File: src/rtl/d16_wb_uart.sv
// d16 bus UART slave: TX/RX byte FIFOs, programmable divisor, level interrupt, 8N1 LSB first.
// Optional loopback (CTRL bit2 routes o_tx into the receiver) when D16_UART_LOOPBACK_EN is defined.

module d16_wb_uart_fifo #(
  parameter int AW = 4
) (
  input  logic       i_clk,
  input  logic       i_reset,
  input  logic       push_i,
  input  logic       pop_i,
  input  logic [7:0] data_i,
  output logic [7:0] data_o,
  output logic       empty_o,
  output logic       full_o
);
  logic [7:0]    mem_q [2**AW];
  logic [AW-1:0] wr_ptr_q;
  logic [AW-1:0] rd_ptr_q;
  logic [AW:0]   count_q;

  assign data_o  = mem_q[rd_ptr_q];
  assign empty_o = (count_q == '0);
  assign full_o  = count_q[AW];

  always_ff @(posedge i_clk) begin
    if (push_i) begin
      mem_q[wr_ptr_q] <= data_i;
    end
  end

  // Callers only push when not full (or when popping) and only pop when not empty.
  always_ff @(posedge i_clk) begin
    if (i_reset) begin
      wr_ptr_q <= '0;
      rd_ptr_q <= '0;
      count_q  <= '0;
    end else begin
      if (push_i) begin
        wr_ptr_q <= wr_ptr_q + 1'b1;
      end
      if (pop_i) begin
        rd_ptr_q <= rd_ptr_q + 1'b1;
      end
      case ({push_i, pop_i})
        2'b10:   count_q <= count_q + 1'b1;
        2'b01:   count_q <= count_q - 1'b1;
        default: count_q <= count_q;
      endcase
    end
  end
endmodule

module d16_wb_uart #(
  parameter logic [15:0] BASE_ADDR   = 16'hFF00,
  parameter logic [15:0] DEFAULT_DIV = 16'd433,
  parameter int          FIFO_AW     = 4
) (
  input  logic        i_clk,
  input  logic        i_reset,
  input  logic [15:0] i_wb_addr,
  input  logic        i_wb_cyc,
  input  logic        i_wb_we,
  input  logic [15:0] i_wb_dat,
  output logic [15:0] o_wb_dat,
  output logic        o_int,
  input  logic        i_rx,
  output logic        o_tx
);
  typedef enum logic [1:0] {S_IDLE, S_START, S_DATA, S_STOP} uart_state_e;

  logic        sel;
  logic        wr_stb;
  logic        rd_stb;
  logic [1:0]  off;

  logic [15:0] div_q;
  logic [2:0]  ctrl_q;
  logic        overrun_q;
  logic        frame_err_q;
  logic        int_q;

  logic        tx_push, tx_pop, tx_empty, tx_full, tx_idle;
  logic [7:0]  tx_head;
  logic        rx_push, rx_pop, rx_empty, rx_full, rx_stop_smp;
  logic [7:0]  rx_head;

  uart_state_e tx_state_q;
  logic [15:0] tx_cnt_q;
  logic [2:0]  tx_idx_q;
  logic [7:0]  tx_shift_q;
  logic        tx_q;

  uart_state_e rx_state_q;
  logic [15:0] rx_cnt_q;
  logic [2:0]  rx_idx_q;
  logic [7:0]  rx_shift_q;
  logic        rx_s1_q;
  logic        rx_s2_q;
  logic        rx_src;
  logic [15:0] rx_half;
  logic [15:0] rx_half_m1;

  assign sel    = i_wb_cyc && (i_wb_addr[15:2] == BASE_ADDR[15:2]);
  assign wr_stb = sel && i_wb_we;
  assign rd_stb = sel && !i_wb_we;
  assign off    = i_wb_addr[1:0];

  assign tx_pop  = !tx_empty && ((tx_state_q == S_IDLE) ||
                                 (tx_state_q == S_STOP && tx_cnt_q == 16'd0));
  assign tx_push = wr_stb && (off == 2'd0) && (!tx_full || tx_pop);
  assign tx_idle = tx_empty && (tx_state_q == S_IDLE);

  assign rx_stop_smp = (rx_state_q == S_STOP) && (rx_cnt_q == 16'd0);
  assign rx_pop      = rd_stb && (off == 2'd0) && !rx_empty;
  assign rx_push     = rx_stop_smp && rx_s2_q && (!rx_full || rx_pop);

  d16_wb_uart_fifo #(.AW(FIFO_AW)) u_tx_fifo (
    .i_clk   (i_clk),
    .i_reset (i_reset),
    .push_i  (tx_push),
    .pop_i   (tx_pop),
    .data_i  (i_wb_dat[7:0]),
    .data_o  (tx_head),
    .empty_o (tx_empty),
    .full_o  (tx_full)
  );

  d16_wb_uart_fifo #(.AW(FIFO_AW)) u_rx_fifo (
    .i_clk   (i_clk),
    .i_reset (i_reset),
    .push_i  (rx_push),
    .pop_i   (rx_pop),
    .data_i  (rx_shift_q),
    .data_o  (rx_head),
    .empty_o (rx_empty),
    .full_o  (rx_full)
  );

  always_comb begin
    o_wb_dat = 16'h0000;
    if (rd_stb) begin
      case (off)
        2'd0:    o_wb_dat = {8'h00, (rx_empty ? 8'h00 : rx_head)};
        2'd1:    o_wb_dat = {11'd0, frame_err_q, overrun_q, !rx_empty, tx_idle, tx_full};
        2'd2:    o_wb_dat = div_q;
        default: o_wb_dat = {13'd0, ctrl_q};
      endcase
    end
  end

  always_ff @(posedge i_clk) begin
    if (i_reset) begin
      div_q       <= DEFAULT_DIV;
      ctrl_q      <= 3'd0;
      overrun_q   <= 1'b0;
      frame_err_q <= 1'b0;
      int_q       <= 1'b0;
    end else begin
      if (wr_stb && off == 2'd2) begin
        div_q <= i_wb_dat;
      end
      if (wr_stb && off == 2'd3) begin
`ifdef D16_UART_LOOPBACK_EN
        ctrl_q <= i_wb_dat[2:0];
`else
        ctrl_q <= {1'b0, i_wb_dat[1:0]};
`endif
      end
      // A receiver event on the same edge as a clear wins, so no error is lost.
      if (rx_stop_smp && rx_s2_q && rx_full && !rx_pop) begin
        overrun_q <= 1'b1;
      end else if (wr_stb && off == 2'd1 && i_wb_dat[3]) begin
        overrun_q <= 1'b0;
      end
      if (rx_stop_smp && !rx_s2_q) begin
        frame_err_q <= 1'b1;
      end else if (wr_stb && off == 2'd1 && i_wb_dat[4]) begin
        frame_err_q <= 1'b0;
      end
      int_q <= (ctrl_q[0] && !rx_empty) || (ctrl_q[1] && tx_idle);
    end
  end

  assign o_int = int_q;
  assign o_tx  = tx_q;

  // Transmitter: every state lasts div_q+1 clocks; the divisor is only sampled on reload.
  always_ff @(posedge i_clk) begin
    if (i_reset) begin
      tx_state_q <= S_IDLE;
      tx_cnt_q   <= 16'd0;
      tx_idx_q   <= 3'd0;
      tx_shift_q <= 8'h00;
      tx_q       <= 1'b1;
    end else begin
      case (tx_state_q)
        S_IDLE: begin
          tx_q <= 1'b1;
          if (tx_pop) begin
            tx_shift_q <= tx_head;
            tx_q       <= 1'b0;
            tx_cnt_q   <= div_q;
            tx_state_q <= S_START;
          end
        end
        S_START: begin
          if (tx_cnt_q == 16'd0) begin
            tx_q       <= tx_shift_q[0];
            tx_idx_q   <= 3'd0;
            tx_cnt_q   <= div_q;
            tx_state_q <= S_DATA;
          end else begin
            tx_cnt_q <= tx_cnt_q - 16'd1;
          end
        end
        S_DATA: begin
          if (tx_cnt_q == 16'd0) begin
            tx_cnt_q <= div_q;
            if (tx_idx_q == 3'd7) begin
              tx_q       <= 1'b1;
              tx_state_q <= S_STOP;
            end else begin
              tx_shift_q <= {1'b0, tx_shift_q[7:1]};
              tx_q       <= tx_shift_q[1];
              tx_idx_q   <= tx_idx_q + 3'd1;
            end
          end else begin
            tx_cnt_q <= tx_cnt_q - 16'd1;
          end
        end
        default: begin
          if (tx_cnt_q == 16'd0) begin
            tx_cnt_q <= div_q;
            if (tx_pop) begin
              tx_shift_q <= tx_head;
              tx_q       <= 1'b0;
              tx_state_q <= S_START;
            end else begin
              tx_state_q <= S_IDLE;
            end
          end else begin
            tx_cnt_q <= tx_cnt_q - 16'd1;
          end
        end
      endcase
    end
  end

`ifdef D16_UART_LOOPBACK_EN
  assign rx_src = ctrl_q[2] ? tx_q : i_rx;
`else
  assign rx_src = i_rx;
`endif

  // Half bit = (div+1)/2; the detection edge itself counts as the first of those clocks.
  assign rx_half    = {1'b0, div_q[15:1]} + {15'd0, div_q[0]};
  assign rx_half_m1 = (rx_half == 16'd0) ? 16'd0 : rx_half - 16'd1;

  always_ff @(posedge i_clk) begin
    if (i_reset) begin
      rx_s1_q    <= 1'b1;
      rx_s2_q    <= 1'b1;
      rx_state_q <= S_IDLE;
      rx_cnt_q   <= 16'd0;
      rx_idx_q   <= 3'd0;
      rx_shift_q <= 8'h00;
    end else begin
      rx_s1_q <= rx_src;
      rx_s2_q <= rx_s1_q;
      case (rx_state_q)
        S_IDLE: begin
          if (!rx_s2_q) begin
            rx_cnt_q   <= rx_half_m1;
            rx_state_q <= S_START;
          end
        end
        S_START: begin
          if (rx_cnt_q == 16'd0) begin
            if (rx_s2_q) begin
              rx_state_q <= S_IDLE;
            end else begin
              rx_cnt_q   <= div_q;
              rx_idx_q   <= 3'd0;
              rx_state_q <= S_DATA;
            end
          end else begin
            rx_cnt_q <= rx_cnt_q - 16'd1;
          end
        end
        S_DATA: begin
          if (rx_cnt_q == 16'd0) begin
            rx_shift_q <= {rx_s2_q, rx_shift_q[7:1]};
            rx_cnt_q   <= div_q;
            if (rx_idx_q == 3'd7) begin
              rx_state_q <= S_STOP;
            end else begin
              rx_idx_q <= rx_idx_q + 3'd1;
            end
          end else begin
            rx_cnt_q <= rx_cnt_q - 16'd1;
          end
        end
        default: begin
          if (rx_cnt_q == 16'd0) begin
            rx_state_q <= S_IDLE;
          end else begin
            rx_cnt_q <= rx_cnt_q - 16'd1;
          end
        end
      endcase
    end
  end
endmodule

File: config.mk
export PLATFORM = sky130hd
export DESIGN_NAME = d16_wb_uart
export DESIGN_NICKNAME = d
export VERILOG_FILES = /design/src/rtl/d16_wb_uart.sv
export SDC_FILE = /design/constraint.sdc
export NUM_CORES = 1
export LEC_CHECK = 0
export CAP_MARGIN = 20
export CORE_UTILIZATION = 42
export CTS_CLUSTER_SIZE = 14
export DETAILED_ROUTE_END_ITERATION = 6
export SYNTH_ARGS = -nofsm -noshare
export SYNTH_HDL_FRONTEND = slang
export SYNTH_SLANG_ARGS = --single-unit
File: constraint.sdc
create_clock -name i_clk -period 6 [get_ports i_clk]
set_input_delay 1.2 -clock i_clk [delete_from_list [all_inputs] [get_ports i_clk]]
set_output_delay 1.2 -clock i_clk [all_outputs]
set_load 0.02 [all_outputs]
==> flow_summary.ini, run 1 <==
[final_layout]
fin_area_um2 = 19500
nFillCells = 3521
diodes = 0
nets = 1454
syn2layout_area_growth_pct = 13.8
layout-drive-gt1-share_pct = 13.6

[placed_design]
place.gp.congestion = 0.833
io_buffer_count = 54
placed_area_um2 = 18200
hpwl_um = 26200

[timing]
setup_viol = 0
finalClockSkew_ns = 0.0194
worst_pin_slew_ns = 1.14
fmax_ghz = 0.190
period_share_pct = 87.6
fin_crit_ns = 5.26
grt_setup_unrepaired = no
slew_headroom_pct = 23.3
hold_viol_final = 0
totalNegativeSetupSlack_ns = 0
slew_violations = 0

[synth]
synth_top_area_cell = edfxtp_1
synth_area_um2 = 17100
synth_area_leaders = edfxtp_1 45%, dfxtp_1 14%, mux4_2 10%
ys.warnings.count = 0
postSynthCellCount = 1349
yosys-top-cells-count = 256 x edfxtp_1, 123 x nor2_1, 116 x dfxtp_1, 110 x nand2_1, 83 x a21oi_1
ys_seq_area_share_pct = 58.5
ys_types = 76
synth_nets = 1421
synth_seq_cells = 372
synth_edf_count = 256
yosysTopAreaCellShare_pct = 44.9
synth_most_common_cell = edfxtp_1
ys_async_sr_fraction_pct = 0
synth.avg_cell_area_um2 = 12.7
synth_top_flop_cell = edfxtp_1

[cts]
cts_root_buffer = clkbuf_16
cts_resized = 0
htreeDepth = 2
holdBufCountCts = 0
cts.sinks = 372
clockBufferDepth = 3
numCtsBuffers = 40
clk_transition_reported_paths_ns = 0.06
post_cts_buffers = 0
cts_tree = done
clk_latency_ns = 0.56

[worst_setup_path]
slowest_stage = clkdlybuf4s50_1
cpPeakStageDelay_ns = 0.60
crit_top_cell = clkdlybuf4s50_1
worst_ep_arrival_time_ns = 4.06
crit_chain = clkdlybuf4s50_1 -> or4_1 -> nor4_1 -> nand2b_1 -> nor2b_1 -> a22o_1 -> clkdlybuf4s50_1
critPathCaptureType = output pin
worst_ep_required_time_ns = 4.80
start_kind = primary input
critical_path_class = in2out
cp_max_fo = 11

[die]
num_rows = 73
coreArea_um2 = 39900
initial_core_util_pct = 42.8
die-area_um2 = 41500
ios = 55
die_w_um = 204
die_h_um = 204

[route]
drc_errors = 0
vias = 11100
via_per_inst = 5.74
routed_wirelength_um = 40100
route.detailed.wl_per_inst_um = 20.7
ant_nets = 0
first_pass_iters = 7
drt_iter0_markers = 996

[power]
ir_worst_vdd_mv = 0.324
p_leak_uw = 0.00634
power_density_nw_per_um2 = 340

[global_route]
grt_pass1_vias = 10700
track_usage_pct = 19.6
grt_pass1_wl_um = 62100
antenna_found_initial = 0
grt_overflow = 0
grt_max_degree = 58

[worst_hold_path]
hp-class = reg2reg

[flow_run]
max_cap_violations = 0

[status]
outcome = finished, final reports clean
[state kept, by name, indices dropped and copies added, names as in the netlist, 2 cells and up, named ones only]
name                cells
u_tx_fifo.wr_ptr_q      4
tx_shift_q              8
rx_idx_q                3
u_rx_fifo.rd_ptr_q      4
u_tx_fifo.count_q       5
tx_idx_q                3
u_rx_fifo.wr_ptr_q      4
rx_state_q              2
u_tx_fifo.mem_q       128
div_q                  16
u_rx_fifo.mem_q       128
u_tx_fifo.rd_ptr_q      4
u_rx_fifo.count_q       5
ctrl_q                  2
tx_state_q              2
tx_cnt_q               16
rx_cnt_q               16
rx_shift_q              8
[cell families (layout without fill, tap and decap cells)]
family	after synthesis	after routing	share of synthesized area, %
and+or+nand+nor	441	441	12.7
adders and majority gates	35	35	2.56
AOI/OAI and AO/OA	225	225	8.77
muxes	106	106	11.9
buffers and inverters	112	174	2.60
xor gates and xnor gates	58	58	2.97
DFF	372	372	58.5
[power breakdown]
part / switching (uW) / internal, uW
combinational: 836 / 455
sequential: 90.8 / 2800
clock: 1030 / 1410
total: 1960 / 4660
[critical path, delay by kind of cell]
kind | cells | cell delay [ns]
AO/OA/AOI/OAI | 1 | 0.23
buffers and inverters | 2 | 1.01
AND/OR/NAND/NOR | 4 | 1.60
[per-layer routing]
| metal | GRT usage (%) | wire, um | vias up |
|---|---|---|---|
| li1 | - | - | 5226 |
| met1 | 27.3 | 18100 | 5539 |
| met2 | 30.6 | 18700 | 283 |
| met3 | 3.39 | 2160 | 68 |
| met4 | 7.14 | 1140 | 0 |
| met5 | 0 | 0 | - |
[metrics by stage]
stage | worst slack (ns) | total power (uW) | std cells | util (%) | hold WS, ns
global placement | 0.764 | 4180 | 1864 | 45.5 | 0.402
detailed placement | 0.696 | 4200 | 1864 | 45.5 | 0.406
floorplan | 1.80 | 3900 | 1349 | - | 0.389
finish | 0.742 | 6620 | 1936 | 48.8 | 0.420
CTS | 0.705 | 6650 | 1935 | 48.7 | 0.423
global route | 0.430 | 6930 | 1936 | 48.8 | 0.434
[final timing paths]
check / from / endpoint / cells after the start / slack [ns]
max: i_wb_addr[3] / o_wb_dat[5] / 7 / 0.74
min reg2reg: rx_s1_q / rx_s2_q / 1 / 0.42
max reg2reg: tx_cnt_q[2] / u_tx_fifo.count_q[4] / 15 / 1.78
min: rx_s1_q / rx_s2_q / 1 / 0.42
[final cells by class]
type	instances	area [um2]	area share (%)
flip-flops and latches	372	10000	51.5
multi-input cells	865	6680	34.3
clock buffers	51	1100	5.68
repair buffers	77	711	3.65
well taps	525	657	3.38
clock inverters	20	198	1.02
inverters	26	97.6	0.501
[placed cells by master (no fill, tap or decap), types with 35 or more instances in the layout]
cell             netlist  final
dfxtp_1              116    113
ha_1                  35     35
edfxtp_1             256    256
clkdlybuf4s50_1        0     53
a21oi_1               83     83
mux4_2                77     77
nand2_1              110    110
nor2_1               123    123
clkbuf_16              0     42
nor3_1                46     46
(Power assumes the default switching activity.)
==> inputs of run 2 (changes only) <==
- GPL_TIMING_DRIVEN: unset -> 0
- REMOVE_ABC_BUFFERS: unset -> 1
- SYNTH_HIERARCHICAL: unset -> 1
==> run 2 against run 1 <==
Final area up 0.89%; power is 5.6% higher; die area is 1.8% higher; wire length decreased by 0.50%; first-iteration DRC count is 18% lower; clock power grew 3%; synthesized area grew 1.8%; critical path type unchanged; largest power group unchanged.
==> flow_summary.ini, run 2 <==
[synth]
synth_most_common_cell = edfxtp_1
synth_area_um2 = 17400
yosysTopAreaCellShare_pct = 44.2
ys_seq_area_share_pct = 57.5
synth_top_area_cell = edfxtp_1
ys_types = 89
synth_top_flop_cell = edfxtp_1
yosys-top-cells-count = 256 x edfxtp_1, 120 x nand2_1, 116 x dfxtp_1, 113 x nor2_1, 80 x a21oi_1
synth_area_leaders = edfxtp_1 44%, dfxtp_1 13%, mux4_2 6.5%
synth.avg_cell_area_um2 = 12.6
synth_edf_count = 256
ys.warnings.count = 6
postSynthCellCount = 1381
synth_seq_cells = 372
ys_async_sr_fraction_pct = 0

[worst_setup_path]
start_kind = primary input
critical_path_class = in2out
regToRegSetupSlack_ns = 1.57
worst_ep_arrival_time_ns = 4.49
critPathCaptureType = output pin
worst_ep_required_time_ns = 4.80
cp_max_fo = 9

[final_layout]
final_cell_mix = 256 x edfxtp_1, 120 x nand2_1, 112 x dfxtp_1
syn2layout_area_growth_pct = 12.8
regArea_um2 = 10000
layout-drive-gt1-share_pct = 11.6
multiInputGateArea_um2 = 6870
stdcell_count = 1963
reg_top3 = u_rx_fifo/mem_q: 128 flops, u_tx_fifo/mem_q: 128 flops
nets = 1472
mostFrequentLayoutCell = edfxtp_1
nFillCells = 3579
fin_area_um2 = 19600

[global_route]
grt_pass1_wl_um = 62200
antenna_found_initial = 1
grt_overflow = 0
grt_pass1_vias = 11000
track_usage_pct = 19.2
grt_max_degree = 92

[cts]
clk_latency_ns = 0.56
numCtsBuffers = 41
clk_transition_reported_paths_ns = 0.06
cts_tree = done
htreeDepth = 2
clockBufferDepth = 3
holdBufCountCts = 0
cts.sinks = 372
cts_root_buffer = clkbuf_16

[power]
p_leak_uw = 0.00658
power_density_nw_per_um2 = 356
ir_worst_vdd_mv = 0.203

[timing]
fmax_ghz = 0.176
slew_violations = 0
grt_setup_unrepaired = no
fin_crit_ns = 5.69
hold_viol_final = 0
totalNegativeSetupSlack_ns = 0
setup_slack_ns = 0.307
finalClockSkew_ns = 0.0157
slew_headroom_pct = 24.7
period_share_pct = 94.9
setup_viol = 0
worst_pin_slew_ns = 1.13

[placed_design]
placed_area_um2 = 18300
place.gp.congestion = 0.844
pre_cts_slack_ns = -0.374
dpl.cell_count = 1888
hpwl_um = 25900
io_buffer_count = 54

[flow_run]
max_cap_violations = 0

[die]
num_rows = 74
coreArea_um2 = 40800
die_h_um = 206
die_w_um = 206
ios = 55
initial_core_util_pct = 42.6
die-area_um2 = 42300

[route]
routed_wirelength_um = 39900
vias = 11200
first_pass_iters = 6
via_per_inst = 5.70
ant_nets = 0
drc_errors = 0
drt_iter0_markers = 815
route.detailed.wl_per_inst_um = 20.3

[status]
outcome = finished, final reports clean

[worst_hold_path]
hp-class = reg2reg
==> run 2: final timing paths <==
path / from / to / cells after the start
min reg2reg: rx_s1_q / rx_s2_q / 1
max: i_wb_addr[4] / o_wb_dat[6] / 8
min: rx_s1_q / rx_s2_q / 1
max reg2reg: tx_cnt_q[0] / u_tx_fifo/count_q[4] / 14
==> run 2: per-layer routing <==
| metal | share of wire (%) | track usage (%) | vias to the layer above |
|---|---|---|---|
| li1 | - | - | 5288 |
| met1 | 44 | 25.4 | 5628 |
| met2 | 49 | 32.0 | 222 |
| met3 | 4.6 | 3.60 | 54 |
| met4 | 2.1 | 5.87 | 0 |
| met5 | 0 | 0 | - |
==> run 2: area by class of cell <==
type / count / area share, %
antenna: 1 / 0.0127
clock buffer: 55 / 5.76
clock inverter: 19 / 1.06
inverter: 28 / 0.535
multi-input combinational: 895 / 35.0
sequential: 372 / 51.0
tap: 532 / 3.39
timing repair buffer: 61 / 3.28
==> run 2: cell families after synthesis <==
family,synth area share [%]
DFF,57.5
adders and majority gates,2.59
and+or+nand+nor,14.1
buffers and inverters,3.19
xor gates and xnor gates,2.41
AOI/OAI and AO/OA,9.73
muxes,10.5
==> run 2: report_power, final <==
| group | internal, uW | switching [uW] |
|---|---|---|
| logic | 591 | 963 |
| clock network | 1500 | 1010 |
| registers | 2810 | 115 |
| total | 4900 | 2090 |
==> run 2: repair_timing <==
| item | in CTS | in global routing |
|---|---|---|
| setup buffers | 0 | 0 |
| resized for setup | 1 | 3 |
| hold endpoints to repair | 0 | 0 |
| setup endpoints to repair | 10 | 3 |
==> run 2: critical path: stages <==
cell             delay (ns)
clkdlybuf4s50_1        0.39
or4b_2                 0.70
nor4_4                 0.45
nand2b_1               0.33
nor4_2                 0.32
buf_4                  0.25
a22o_1                 0.21
clkdlybuf4s50_1        0.63
==> run 2: metrics by stage <==
step / total power, uW / hold WS (ns) / utilization [%]
after floorplan: 4130 / 0.389 / -
after CTS: 7040 / 0.412 / 48.0
after detailed placement: 4510 / 0.403 / 44.8
after global placement: 4470 / 0.400 / 44.5
final: 6990 / 0.414 / 48.1
after global routing: 7320 / 0.418 / 48.1
